**config.mk**
```make
export PLATFORM = sky130hd
export DESIGN_NAME = pulse_stretcher
export DESIGN_NICKNAME = d
export VERILOG_FILES = /design/src/rtl/pulse_stretcher.sv
export SDC_FILE = /design/constraint.sdc
export NUM_CORES = 1
export LEC_CHECK = 0
export ABC_AREA = 0
export CAP_MARGIN = 10
export CORE_MARGIN = 2
export CORE_UTILIZATION = 25
export CTS_CLUSTER_SIZE = 30
export DETAILED_ROUTE_END_ITERATION = 8
export SYNTH_ARGS = -nofsm -noshare
export SYNTH_HDL_FRONTEND = slang
export SYNTH_SLANG_ARGS = --single-unit
export TNS_END_PERCENT = 10
```
**constraint.sdc**
```tcl
create_clock -name clk -period 4.15 [get_ports clk]
set_input_delay 0.83 -clock clk [delete_from_list [all_inputs] [get_ports clk]]
set_output_delay 0.83 -clock clk [all_outputs]
set_load 0.02 [all_outputs]
```
**src/rtl/pulse_stretcher.sv**
```systemverilog
// Widens a single-cycle trigger into a high level of programmable length,
// followed by a forced low gap before the next trigger can be accepted.
//
// state | meaning
// IDLE  | waiting for a trigger; out low
// HIGH  | stretched pulse active; cnt holds remaining high cycles
// HOLD  | enforced low gap; cnt holds remaining gap cycles, triggers dropped
module pulse_stretcher #(
    parameter int W         = 8,
    parameter int GAP       = 2,
    parameter int RETRIGGER = 0
) (
    input  logic         clk,
    input  logic         reset,
    input  logic         trig,
    input  logic [W-1:0] len,
    output logic         out,
    output logic         busy,
    output logic         done,
    output logic         dropped
);

    typedef enum logic [1:0] {
        IDLE = 2'd0,
        HIGH = 2'd1,
        HOLD = 2'd2
    } state_t;

    localparam logic [W-1:0] ONE        = W'(1);
    localparam logic [W-1:0] GAP_W      = W'(GAP);
    localparam state_t       EXIT_STATE = (GAP > 0) ? HOLD : IDLE;
    localparam bit           RELOAD_EN  = (RETRIGGER != 0);

    if (GAP < 0 || GAP > (2 ** W) - 1) begin : g_gap_check
        $error("pulse_stretcher: GAP does not fit in W bits");
    end

    state_t         state, state_nxt;
    logic [W-1:0]   cnt, cnt_nxt;
    logic           done_nxt;
    logic           dropped_nxt;

    always_ff @(posedge clk or negedge reset) begin
        if (!reset) begin
            state   <= IDLE;
            cnt     <= '0;
            done    <= 1'b0;
            dropped <= 1'b0;
        end else begin
            state   <= state_nxt;
            cnt     <= cnt_nxt;
            done    <= done_nxt;
            dropped <= dropped_nxt;
        end
    end

    always_comb begin
        state_nxt   = state;
        cnt_nxt     = cnt;
        dropped_nxt = 1'b0;
        case (state)
            IDLE: begin
                if (trig) begin
                    if (len != '0) begin
                        state_nxt = HIGH;
                        cnt_nxt   = len;
                    end else begin
                        dropped_nxt = 1'b1;
                    end
                end
            end
            HIGH: begin
                if (cnt == ONE) begin
                    state_nxt = EXIT_STATE;
                    cnt_nxt   = GAP_W;
                end else begin
                    cnt_nxt = cnt - ONE;
                end
                // A reload wins over the exit, even on the last high cycle.
                if (trig) begin
                    if (RELOAD_EN && len != '0) begin
                        state_nxt = HIGH;
                        cnt_nxt   = len;
                    end else begin
                        dropped_nxt = 1'b1;
                    end
                end
            end
            HOLD: begin
                if (cnt <= ONE) begin
                    state_nxt = IDLE;
                    cnt_nxt   = '0;
                end else begin
                    cnt_nxt = cnt - ONE;
                end
                if (trig) begin
                    dropped_nxt = 1'b1;
                end
            end
            default: begin
                state_nxt = IDLE;
                cnt_nxt   = '0;
            end
        endcase
        done_nxt = (state == HIGH) && (state_nxt != HIGH);
    end

    assign out  = (state == HIGH);
    assign busy = (state != IDLE);

endmodule
```
==> flow_results.org, run 1 <==
** Worst setup path
- The critical path in this run is classified as flip-flop to primary output.
- The signal on the critical path passes through inv_1 > ha_1 > inv_1 > clkdlybuf4s50_1.
- The worst setup path is captured at a primary output.
- Of all nets on the critical path, the largest fanout is 12.
- Critical path's largest stage delay :: 0.57 ns
- Among all stages on the critical path, the largest delay is contributed by clkdlybuf4s50_1.
- Worst path most repeated cell :: inv_1
- For the worst setup path, the data arrival time is 2.03 ns.
- Tracing the worst setup path back leads to its startpoint at state[1]$_DFF_PN0_.
- CP Buf/Inv Count :: 3
- Startpoint of the worst-slack reg-to-reg timing path :: cnt[0]$_DFFE_PN0P_
- Required time worst endpoint :: 3.32 ns
- Cell type group with the largest total delay on the critical path :: buffers and inverters
- STA classifies the critical path startpoint as a flip-flop.

** Yosys
- #FFs+latches synth :: 12
- Cell Area, Synth :: 873.3 µm²
- The share of the synthesized area in compound gates (AO/OA/AOI/OAI) is 0.2636.
- After synthesis, the largest family of logic cells by area is compound AO/OA/AOI/OAI gates.
- The biggest area contributor in the post-synthesis netlist is dfrtp_1.
- Distinct cells, synth :: 36
- During synthesis, Yosys emitted a total of 0 warnings.
- Cells after synthesis :: 103
- Measured against the total synthesized area, the mux share comes to 0.
- Synth Net Count :: 120
- Of the post-synthesis cell area, the dominant cell type holds 0.3438.
- Most area-consuming cells after synthesis :: dfrtp_1 (34%), ha_1 (8.6%), inv_1 (5.2%)
- Xor and xnor area share after synthesis :: 0
- Proportion of synthesized chip area in sequential cells :: 0.3438
- Of the total synthesized cell area, the portion taken by AND, OR, NAND and NOR gates is 0.2507.
- Adder and majority cell fraction of the synthesized area :: 0.08596
- Per-instance average area after synthesis :: 8.479 µm²

** Power and ir drop
- Across the VDD grid, the largest voltage drop is between 150 and 200 µV.
- In this run the power density over the cells is 819.2 nW/µm².
- Summed over all cells, the static leakage comes to 0.4610 nW.
- Tot Pwr :: 904.0 µW

** Drt
- In the routed layout, each cell is associated on average with a via count of 4.946.
- The final route contains 821 vias.
- DRC :: 0
- For this block, the routed nets add up to 2359 µm of wire.
- For this block, the initial DRC count from the detailed router was 65.
- Once detail routing completed, the nets flagged for antenna violations numbered 0.
- Drt first pass iters :: 4
- Dividing the detail-routed wire length by the instance count gives 14.21 µm.

** STA
- Worst clock skew :: around 0.011 ns
- Number of hold violations in the final report :: 0
- Upper clock frequency limit :: 0.3502 GHz
- For the pin with the worst max-slew slack, the measured transition is 0.6735 ns.
- Measured against its own limit, the worst slew margin works out to 0.5468.
- Setup Total Neg Slack :: 0 ns
- Of the available clock period, the critical path in the final layout requires 0.6881.
- Final critical delay including setup and external delays :: ~2.9 ns
- Final number of setup-violating endpoints :: 0
- Number of slew-limit violations in the final report :: 0
- Setup repair after global routing missed its margin :: no

** Floorplanning
- In this run the count of I/O pins placed on the die edge is 15.
- The floorplan step defined a core boundary enclosing roughly 3300 µm².
- Overall die width :: 63.11 µm
- Number of cell rows :: 21
- Die Y-Extent :: between 60 and 70 µm
- Area enclosed by the die boundary :: 3982 µm²
- Starting density of the core :: 0.2617

** Global route
- The first global-routing pass estimated 3919 µm of wire.
- Initial antenna violation count :: 0
- Number of global-route vias before repair :: 839
- For this run, the total global-route usage over all layers was measured as 0.1272.
- Entering global routing, the biggest net connects 13 pins.
- Total overflow reported by the global router :: 0

** Job
- Max-cap violations in this run came to 0.

** Cells and area
- Number of filler cells placed in the layout :: 360
- Share of cells above drive strength 1 :: 0.09167
- Layout area overhead :: 26.36%
- At the end of the flow, the number of nets in the layout was 138.
- Antenna diode instance count :: 0

** Hold path
- Worst Hold Class :: flip-flop to flip-flop
- Startpoint of the most critical hold path :: cnt[6]$_DFFE_PN0P_

** Clock network
- Hold buffer count at CTS :: 0
- Clock tree buffer depth :: 2
- In this run, post-CTS repair resized a total of 0 instances.
- Total clock buffers created by CTS :: 3
- The clock net in this run drives a total of 12 sinks.
- Post-CTS Setup Inserts :: 0
- Clock latency of the later-clocked register in the worst-skew pair :: between 0.2 and 0.3 ns
- CTS built an H-tree with a depth of 1.
- Clock-pin transition on the worst setup and hold timing paths :: 0.09 ns
- TritonCTS built the clock tree.
- CTS placed an instance of clkbuf_4 at the clock tree root.

** Placement
- HPWL after detailed placement :: 1833 µm
- In this run the tool buffered the top-level ports with 14 buffer cells.
- The congestion estimate from routability-driven global placement came to 0.8794.

** Outcome
- Status :: finished clean
[through the flow]
stage,util,std cells,setup slack [ns],area (µm²),hold slack (ns)
after floorplan,-,103,2.116,873.3,0.4860
after CTS,0.3307,166,1.292,1104,0.5527
final,0.3307,166,1.294,1104,0.5508
after global placement,0.3198,162,1.376,1067,0.5203
after detailed placement,0.3198,162,1.307,1067,0.5363
after global routing,0.3307,166,1.182,1104,0.5741
[cell usage after synthesis, drive strengths merged]
cell	number
dfrtp	12
inv	12
nor2	11
nand2	10
a21oi	8
o21ai	7
ha	6
o22ai	4
a32oi	3
nor4	3
a21o	2
a31oi	2
nor3	2
or2	2
a211o	1
a21boi	1
a221oi	1
a2bb2oi	1
and2	1
clkbuf	1
nand2b	1
nand3	1
nand3b	1
nand4	1
nor2b	1
nor3b	1
nor4b	1
o211ai	1
o2bb2a	1
o31a	1
o31ai	1
or3	1
or4b	1
[power by group]
part	leakage, nW	switching, mW	internal, mW	total, mW
registers	0.150	0.0621	0.176	0.238
clock network	0.0210	0.0408	0.0533	0.0941
logic	0.290	0.333	0.239	0.572
[cell usage in the layout (no fill, tap or decap), types with 2 or more instances in the layout]
cell / instances
nor3_1: 2
nor2_1: 10
a21oi_1: 7
o22ai_1: 4
a21o_1: 2
a32oi_1: 3
clkdlybuf4s50_1: 14
nand2_1: 10
a31oi_1: 2
nor4_1: 2
ha_1: 6
o21ai_0: 7
clkbuf_4: 3
inv_1: 12
or2_2: 2
dfrtp_1: 12
[kinds of logic after synthesis]
logic type,count (synthesis)
and+or+nand+nor,38
AOI/OAI and AO/OA,34
buffers and inverters,13
DFF,12
adders and majority gates,6
[per-layer routing]
metal  share of wire  track usage  vias up  wire, µm
li1                -            -      407         -
met1            0.45       0.1600      388      1067
met2            0.48       0.2048       22      1124
met3           0.058      0.02679        4       137
met4           0.013      0.06389        0        31
met5               0            0        -         0
[worst paths after layout]
path	end	slack, ns	cells past startpoint
setup / recovery	busy	1.29	4
hold / removal	cnt[6]$_DFFE_PN0P_	0.55	1
setup reg to reg	done$_DFF_PN0_	2.06	7
hold reg to reg	cnt[6]$_DFFE_PN0P_	0.55	1
max in group asynchronous	cnt[6]$_DFFE_PN0P_	2.86	1
min in group asynchronous	cnt[0]$_DFFE_PN0P_	0.91	1
[flip-flops by register name, summed over array words and instances (netlist names)]
signal,cells
done,1
cnt,8
state,2
dropped,1
[area by class of cell]
cell class	instances	area (µm²)	area share
timing repair buffer	14	140.1	0.1270
multi-input combinational	78	524.3	0.4751
sequential	12	300.3	0.2721
clock buffer	4	36.28	0.03288
tap	46	57.56	0.05215
inverter	12	45.04	0.04082
No activity file was read; power rests on OpenSTA's default activity.
==> run 2, diff against run 1 <==
- clock period: 4.15 -> 2.79 ns (I/O delays scaled with it)
==> run 2 against run 1 <==
Against the previous run: combinational power grew 50%; power increased by 46%; critical endpoint is now cnt[6]$_DFFE_PN0P_; largest cell class unchanged; sequential power up 47%.
==> flow_results.org, run 2 (synthesized netlist as in run 1, its figures left out) <==
** STA
- Hold is met by 0.5298 ns.
- Based on the critical path, the design can be clocked at up to 0.4313 GHz.
- Headroom to the max-slew limit :: 0.5769
- Worst clock skew :: ~0.0082 ns
- Final critical delay including setup and external delays :: 2.319 ns
- The final number of max-transition violations was 0.
- Crit share post-route :: 0.8311
- Setup repair after global routing left no endpoint under its margin.
- The total count of hold-check failures in the final report was 0.
- Setup violations remaining at the end of the flow were counted as 0.
- Slew @ Worst Pin :: 0.6288 ns
- Summed over all failing endpoints, the final setup total negative slack is 0 ns.

** Power and ir drop
- After layout, the design draws a total of around 1.3 mW.
- Power spread over the standard cell area amounts to 1201 nW/µm².
- Peak ir drop on the vdd network :: 247.0 µV
- Leakage dissipation :: 0.4587 nW

** Drt
- DRC :: 0
- The detail route stage leaves a number of antenna-violating nets equal to 0.
- After detailed routing, the average wire length per cell comes to 13.77 µm.
- The final layout contains routed wiring with a total length of roughly 2300 µm.
- The first detailed-routing pass ran for 4 iterations.
- Across all layers, the routed design uses about 800 vias.
- In this run, the number of DRC markers left after iteration 0 of detailed routing was between 50 and 60.
- Routed via count divided by cell count :: 4.934

** Clock network
- Number of gates given a new drive strength after cts :: 0
- Clock-pin transition on the worst setup and hold timing paths :: roughly 0.07 ns
- Clock tree sinks :: 12
- Hold buffer count at CTS :: 0
- In this run, CTS created clock tree buffers numbering 3.
- In this run the number of H-tree levels came out at 1.
- The number of setup buffers added after CTS is 0.
- For the worst-skew pair, the clock arrives at the later sink with an insertion delay of about 0.28 ns.
- The clock passes through at most 2 buffers.
- Root cell of the clock tree :: clkbuf_4
- TritonCTS built the clock tree.

** Hold path
- Startpoint of the most critical hold path :: cnt[7]$_DFFE_PN0P_
- Min-Delay Endpoint :: cnt[7]$_DFFE_PN0P_
- Worst hold stages :: 2
- Worst Hold Class :: flip-flop to flip-flop

** Floorplanning
- Floorplan Core Area :: 3337 µm²
- Area enclosed by the die boundary :: ~4000 µm²
- Number of cell rows :: 21
- Starting density of the core :: 0.2617
- 15 I/O pins were placed.
- Measured along the x axis, the die boundary spans 63.11 µm.
- In this run the vertical extent of the chip is 63.11 µm.

** Worst setup path
- The number of cells on the worst reg-to-reg path is 7.
- Critical Path Source :: len[2]
- Critical Path AT :: 2.48 ns
- At the worst endpoint, the required time is 2.95 ns.
- CP Capture Type :: flip-flop
- Worst-path cell chain :: clkdlybuf4s50_1 > nor4_1 > a21oi_1 > nor2_2 > nor2_1 > a211o_1
- Type of element launching the critical path :: input pin
- The largest single stage delay on the critical path is 0.59 ns.
- Endpoint of the most critical register-to-register path :: done$_DFF_PN0_
- By startpoint and endpoint, the worst setup path is classified as input pin to flip-flop.
- Among all stages on the critical path, the largest delay is contributed by nor4_1.
- Startpoint of the worst-slack reg-to-reg timing path :: cnt[0]$_DFFE_PN0P_
- Along the worst path, the maximum fanout reaches 8.
- R2R setup slack :: roughly 0.7 ns

** Cells and area
- In the layout the commonest cells are clkdlybuf4s50_1 (14), inv_1 (12), dfrtp_1 (12).
- Final Instance Count excl. Fillers :: 166
- 0 antenna diodes ended up in the layout.
- The library cell used most frequently in the layout, excluding fill and tap cells, is clkdlybuf4s50_1.
- Max reg flops :: 8
- Layout area overhead :: 25.64%
- Biggest registers after layout :: cnt: 8 flops, state: 2 flops
- Nets@finish :: around 140
- In the final layout, the share of cells above drive strength 1 is 0.09167.
- Largest register by flop count :: cnt

** Global route
- Global-route wire length before repair :: between 3000 and 4000 µm
- The via count of the first global-routing pass came to around 800.
- GRT Overall Usage :: 0.1265
- For this run the aggregate overflow at the end of global routing stands at 0.
- Largest net degree at the start of global routing :: 13
- The layer flagged by global routing as most heavily used is met2.
- Met3 GRT Util :: 0.04286
- The number of antenna violations at the first check in global routing came to 0.
- For met1 alone, demand over resource in global routing was 0.1569.
- For this run, global-route usage on met2 was measured as 0.2074.

** Placement
- At the end of routability-driven placement, the weighted congestion stood at 0.8766.
- Input and output buffers added on the ports amount to 14.
- The HPWL after detailed placement is 1786 µm.
- The number of placed instances, taps included, is 163.

** Job
- Maxcap violations :: 0

** Outcome
- Status :: finished clean
run 2: cell count changes in the layout (fill, tap and decap cells not counted), sizes merged:
cell    previous run  this run
clkbuf             4         3
buf                0         1
run 2: per-stage QoR:
step	cell area (µm²)	setup WS, ns	util
after detailed placement	1075	0.2197	0.3221
final	1097	0.4712	0.3288
after global placement	1075	0.2845	0.3221
after global routing	1097	0.3865	0.3288
after floorplan	873.3	0.9929	-
after CTS	1097	0.4947	0.3288
run 2: area by class of cell:
class                   instances  area, µm²
multi-input cells              78      524.3
clock buffers                   3      22.52
inverters                      12      45.04
repair buffers                 15      147.6
well taps                      46      57.56
fillers                       357       2240
flip-flops and latches         12      300.3
run 2: worst max path at each step:
stage | cells after the start | slack [ns] | to
floorplan | 7 | 0.99 | cnt[6]$_DFFE_PN0P_
global placement | 6 | 0.28 | cnt[6]$_DFFE_PN0P_
detailed placement | 6 | 0.22 | cnt[6]$_DFFE_PN0P_
CTS | 4 | 0.49 | busy
global route | 4 | 0.39 | busy
finish | 6 | 0.47 | cnt[6]$_DFFE_PN0P_
run 2: power breakdown:
part	switching (mW)	total (mW)	internal, mW
Combinational	0.493	0.856	0.363
Clock	0.0599	0.110	0.0500
Sequential	0.0901	0.351	0.261
run 2: per-layer routing:
layer / wire [µm] / share of wire
met5: 0 / 0
met4: 23 / 0.010
met3: 151 / 0.066
met2: 1080 / 0.47
met1: 1030 / 0.45
run 2: critical path, delay by kind of cell:
kind / cells / cell delay (ns)
compound gates: 2 / 0.47
simple gates: 3 / 1.02
buf+inv: 1 / 0.43
==> run 3, diff against run 2 <==
- clock period: 2.79 -> 1.89 ns (I/O delays scaled with it)
==> run 3 against run 2 <==
Against the previous run: first-iteration DRC count shrank 15%; setup slack lost 0.41 ns; critical endpoint unchanged; critical path depth shrank 1; final cell count grew 9.0%; largest power group unchanged; global-route usage grew 0.38 points; sequential cell count is the same; highest routed layer unchanged; combinational power grew 72%; count of clock-buffer cells in the layout is the same; sequential power grew 38%; worst hold slack lost 0.064 ns.
==> flow_results.org, run 3 (synthesized netlist as in run 1, its figures left out) <==
** Cells and area
- Excluding fillers, the count of instances in the completed layout stands at 181.
- Antenna diode instance count :: 0
- Post-route standard cell area excluding fillers :: between 1000 and 1500 µm²
- The register with the most flip-flops in the layout has 8 of them.
- For this run, the share of the core covered by cells in the final layout is 0.3671.
- Area used by sequential logic in the layout :: roughly 300 µm²
- After the last flow step, the layout net total stands at 154.
- Most common cell after layout, fill and taps aside :: buf_4
- Fill cells in the final layout number between 300 and 400.
- Layout area overhead :: 40.26%
- Largest register by flop count :: cnt
- The library cells used most frequently in the layout, excluding fill and tap cells, are buf_4 (16), inv_1 (12), dfrtp_1 (12), clkdlybuf4s50_1 (12), nand2_1 (10).
- The largest registers in the layout are cnt: 8 flops, state: 2 flops.
- Summing all multi-input logic gate instances after layout gives around 540 µm².
- Share of cells above drive strength 1 :: 0.2222

** Drt
- Signal routing reaches up to met4.
- Routed len/inst :: 13.25 µm
- Summed over all nets, wire length on met3 after detailed routing comes to 131 µm.
- Using the TritonRoute via totals, the vias-per-cell ratio works out to 4.878.
- Sum of met2 wire segment lengths after detailed routing :: 1195 µm
- In this run the remaining antenna-violating nets after routing total 0.
- Total number of vias :: 883
- Initial drt markers :: 45
- After detailed routing, the number of remaining DRC violations is 0.
- Drt total wl :: 2398 µm
- Drt first pass iters :: 4
- After detailed routing, the wire length on met1 is 1058 µm.

** Hold path
- The min-delay analysis places its worst path in the category input pin to asynchronous set/reset pin.

** Clock network
- Clock tree buffer depth :: 2
- For the worst-skew pair, the clock arrives at the later sink with an insertion delay of ~0.27 ns.
- For this design, the CTS-stage hold fixing added 0 buffers.
- TritonCTS created 3 clock buffers.
- CTS tree :: yes
- Clock-pin slew was measured on the worst setup and hold paths at 0.08 ns.
- H-tree level count :: 1
- The root buffer cell chosen for the clock tree is clkbuf_4.
- Clock tree sinks :: 12

** Floorplanning
- 15 I/O pins were placed.
- The die covers 3982 µm².
- Number of cell rows :: 21
- Measured along the x axis, the die boundary spans approximately 63 µm.
- Starting density of the core :: 0.2617
- After floorplanning, the core was sized to cover ~3300 µm².
- In this run the vertical extent of the chip is 63.11 µm.

** STA
- Crit share post-route :: 0.9651
- PnR worst setup slack :: 0.06589 ns
- The worst path needs between 1.5 and 2 ns of the cycle, external delays included.
- Setup violations remaining at the end of the flow were counted as 0.
- Slew @ Worst Pin :: 0.5689 ns
- Static timing analysis puts the maximum clock frequency at approximately 0.55 GHz.
- Setup repair after global routing missed its margin :: yes
- Headroom to the max-slew limit :: 0.6196
- The final number of max-transition violations came to 0.
- For the final database, setup skew stands at 0.005795 ns.
- The total count of hold-check failures in the final report was 0.

** Placement
- OpenSTA, run right after detailed placement, puts the worst setup slack at -0.1983 ns.
- Post-placement cell count :: 178
- Once detailed placement completed, the half-perimeter wirelength came to 1908 µm.
- The placed instances occupy a cell area of 1187 µm².
- Global placer's final weighted congestion :: 0.8855
- Input/output buffers :: 14

** Job
- The tool flagged a number of max-cap violations equal to 0.

** Global route
- Largest net degree at the start of global routing :: 13
- The number of antenna violations at the first check in global routing was 0.
- GRT Overall Usage :: 0.1302
- The via count of the first global-routing pass is 898.
- The first global-routing pass estimated 4153 µm of wire.
- Total overflow reported by the global router :: 0

** Outcome
- Status :: finished clean

** Power and ir drop
- In this run the power density over the cells is 1722 nW/µm².
- Overall power consumption after layout is estimated at 2.109 mW.
- VDD sags by at most between 400 and 500 µV.
- Summed over all cells, the static leakage comes to 0.5401 nW.

** Worst setup path
- Critical Path AT :: 1.98 ns
- Required time worst endpoint :: 2.05 ns
- The setup path with the least slack is of type flip-flop to flip-flop.
- Depth of the worst register-to-register path :: 5
- STA classifies the critical path startpoint as a flip-flop.
- STA classifies the critical path endpoint as a flip-flop.
- Worst Path Max Fanout :: 5
## run 3: cell count changes in the layout (fill, tap and decap cells not counted), sizes merged
| cell | change |
|---|---|
| buf | +15 |
| clkdlybuf4s15 | +1 |
| clkdlybuf4s50 | -2 |
| dlygate4sd2 | +1 |
## run 3: per-stage QoR
step	setup TNS (ns)	hold WS, ns
detailed placement	-1.547	0.5243
finish	0	0.4656
global placement	-1.092	0.5176
floorplan	0	0.08241
global route	-0.01191	0.4965
CTS	0	0.4801
## run 3: worst paths after layout
kind	to	slack [ns]	startpoint
max	cnt[6]$_DFFE_PN0P_	0.07	cnt[4]$_DFFE_PN0P_
min	cnt[1]$_DFFE_PN0P_	0.47	reset
max reg2reg	cnt[6]$_DFFE_PN0P_	0.07	cnt[4]$_DFFE_PN0P_
min reg2reg	cnt[7]$_DFFE_PN0P_	0.53	cnt[7]$_DFFE_PN0P_
max in group asynchronous	cnt[7]$_DFFE_PN0P_	1.05	reset
min in group clk	cnt[7]$_DFFE_PN0P_	0.53	cnt[7]$_DFFE_PN0P_
## run 3: layout make-up
class,count,area share
multi-input combinational,78,0.4413
sequential,12,0.2451
timing repair buffer,30,0.2114
tap,46,0.04699
inverter,12,0.03677
clock buffer,3,0.01839
## run 3: worst max-delay path, stage by stage, from the launching register on
cell	delay, ns
dfrtp_1	0.42
nor4_4	0.43
o211ai_2	0.17
nor3b_4	0.21
a21o_1	0.18
a211o_1	0.29
## run 3: timing repair
action	in CTS	in global routing
setup buffers	0	0
setup endpoints to repair	2	9
resized for setup	2	7
## run 3: per-layer routing
layer / vias to the layer above / global-route usage
met2: 22 / 0.2234
li1: 437 / -
met3: 2 / 0.03929
met1: 422 / 0.1613
met4: 0 / 0.02500
met5: - / 0
## run 3: where the power goes
| part | total (mW) | switching [mW] | internal (mW) |
|---|---|---|---|
| combinational | 1.47 | 0.803 | 0.662 |
| clock | 0.160 | 0.0866 | 0.0737 |
| sequential | 0.484 | 0.0984 | 0.386 |
==> variant: new RTL, flow settings as in run 2 <==
The parameter `W` goes from 8 to 6.
--- a/src/rtl/pulse_stretcher.sv
+++ b/src/rtl/pulse_stretcher.sv
@@ -7,5 +7,5 @@
 // HOLD  | enforced low gap; cnt holds remaining gap cycles, triggers dropped
 module pulse_stretcher #(
-    parameter int W         = 8,
+    parameter int W         = 6,
     parameter int GAP       = 2,
     parameter int RETRIGGER = 0
Ports: changed (resized len); port bits go from 15 to 13. No check against the original RTL was run, so the function may have changed too.
==> variant against run 2 <==
Sequential cell count shrank 2; cell area shrank 14%; synthesized cell count shrank 21%; combinational power shrank 27%; total power shrank 20%; setup slack lost 100 ps; clock power grew 21%; register-to-register slack gained 190 ps; wire length shrank 23%; synthesized area shrank 12%; highest routed layer unchanged.
==> variant: results (changes against run 2) <==
stage	metric	value	unit	change
hold_path	worstHoldPathType	input pin to asynchronous set/reset pin		
grt	grt_pass1_vias	644		-20%
logic_synthesis	async_flop_share	100.0	%	unchanged
cts	clk_latency	270	ps	
timing	max_slew.worst_pin.slew	453.3	ps	-175.5 ps
pwr	p_leak	0.3931	nW	-14%
drt	drt_iter0_drc	28		-47%
grt	antenna_found_initial	0		unchanged
final_layout	drive_above_1_share	11.58	%	+2.4 points
grt	grt_max_degree	11		-2
logic_synthesis	synth.distinct_cells	37		+2.8%
cts	clkTransAtPathRegs	70	ps	about the same
worst_setup_path	worstPathMaxFanout	9		+1
placed_design	io_buffers	12		-2
logic_synthesis	synth_ff_type	dfrtp_1		
drt	vias	680		-17%
grt	grt_usage	11.35	%	-1.3 points
timing	fin_worst_skew	7.821	ps	-0.4276 ps
logic_synthesis	ys_seq_area_share	32.63	%	-1.8 points
logic_synthesis	syn_nets	96		-20%
logic_synthesis	netlist_top_cells_area	dfrtp_1, ha_1, nor4_4		
worst_setup_path	critical-path-max-stage-delay	610	ps	+20 ps
pwr	peakVddDrop	0.3035	mV	+23%
final_layout	top_regs	cnt x6, state x2		
grt	grt_pass1_wl	2.918	mm	-25%
placed_design	globalplace.congestion	0.8484		-3.2%
final_layout	diodes	0		unchanged
cts	root_buffer	clkbuf_4		
final_layout	fin_nets	111		-20%
placed_design	post-place-ws	655.8	ps	+436.1 ps
placed_design	dp_hpwl	1.374	mm	-23%
drt	dr.pass1.iters	4		unchanged
logic_synthesis	ys_top_cells_by_count	dfrtp_1, inv_1, ha_1		
pwr	p_sw_share	45.52	%	-3.3 points
drt	detail_route.wl_per_cell	13.70	µm	-0.51%
cts	cts_buffers	3		unchanged
cts	post_cts_buffers	0		unchanged
worst_setup_path	critPathTopFamily	buffers and inverters		
run_status	outcome	finished, final reports clean		
worst_setup_path	arrival	1860	ps	-620 ps
drt	ant_nets	0		unchanged
cts	htreeDepth	1		unchanged
cts	clk_path_buf_depth	2		unchanged
logic_synthesis	synth_warnings	0		unchanged
cts	cts_resized	0		unchanged
worst_setup_path	slowest_stage	clkdlybuf4s50_1		
## variant: changes by cell type in the layout (fill, tap and decap cells not counted), moves of 3 or more
| cell | run 2 | this run |
|---|---|---|
| nand2_1 | 10 | 4 |
| nor2b_1 | 1 | 4 |
| nor2_1 | 10 | 2 |
| nand3_1 | 1 | 5 |
| o21ai_0 | 7 | 3 |
| o22ai_1 | 4 | 1 |
## variant: metrics by stage
step,hold WS [ps],area [µm²],instances
floorplan,262.4,767.0,81
global placement,600.6,912.1,124
detailed placement,603.6,912.1,124
CTS,614.8,948.4,128
global route,634.9,948.4,128
finish,594.7,948.4,128
## variant: power by group through the flow
stage          Clock, W  Combinational (W)  Sequential, W
2_1_floorplan         0           0.000464       0.000293
3_3_place_gp          0           0.000626       0.000296
3_5_place_dp          0           0.000622       0.000296
4_1_cts        0.000139           0.000629       0.000292
5_1_grt        0.000143           0.000711       0.000303
6_report       0.000133           0.000625       0.000291
## variant: layer usage
| metal | routed length [µm] | vias to the layer above | global-route usage [%] |
|---|---|---|---|
| met4 | 45 | 0 | 6.494 |
| li1 | - | 332 | - |
| met5 | 0 | - | 0 |
| met3 | 140 | 5 | 2.620 |
| met1 | 781 | 322 | 16.35 |
| met2 | 785 | 21 | 15.23 |
## variant: worst paths after layout
check / endpoint / slack, ps / start / depth (start not counted)
worst min-delay path: cnt[4]$_DFFE_PN0P_ / 590 / reset / 1
worst max-delay path: busy / 370 / state[0]$_DFF_PN0_ / 4
worst min register to register: cnt[0]$_DFFE_PN0P_ / 610 / cnt[0]$_DFFE_PN0P_ / 1
max in group asynchronous: done$_DFF_PN0_ / 1880 / reset / 1
min in group clk: cnt[0]$_DFFE_PN0P_ / 610 / cnt[0]$_DFFE_PN0P_ / 1
worst max register to register: cnt[5]$_DFFE_PN0P_ / 890 / state[0]$_DFF_PN0_ / 6
## variant: final cells by class
cell class	count	area (µm²)
multi-input cells	59	462.9
well taps	33	41.29
inverters	10	37.54
fillers	312	2029
clock buffers	4	36.28
flip-flops and latches	10	250.2
repair buffers	12	120.1
## variant: logic make-up (layout without fill, tap and decap cells)
family / after synthesis / count (layout) / synth area share, %
AOI/OAI and AO/OA: 28 / 28 / 27.24
DFF: 10 / 10 / 32.63
and+or+nand+nor: 24 / 24 / 22.19
xor gates and xnor gates: 1 / 1 / 1.142
adders and majority gates: 6 / 6 / 9.788
buffers and inverters: 12 / 26 / 7.014
## variant: worst register-to-register path, cell delays in order (launching register included)
cell and delay [ps]:
dfrtp_1 440, inv_1 90, ha_1 330, nor3b_2 230
a21oi_1 280, nand4_1 210, o221ai_1 230
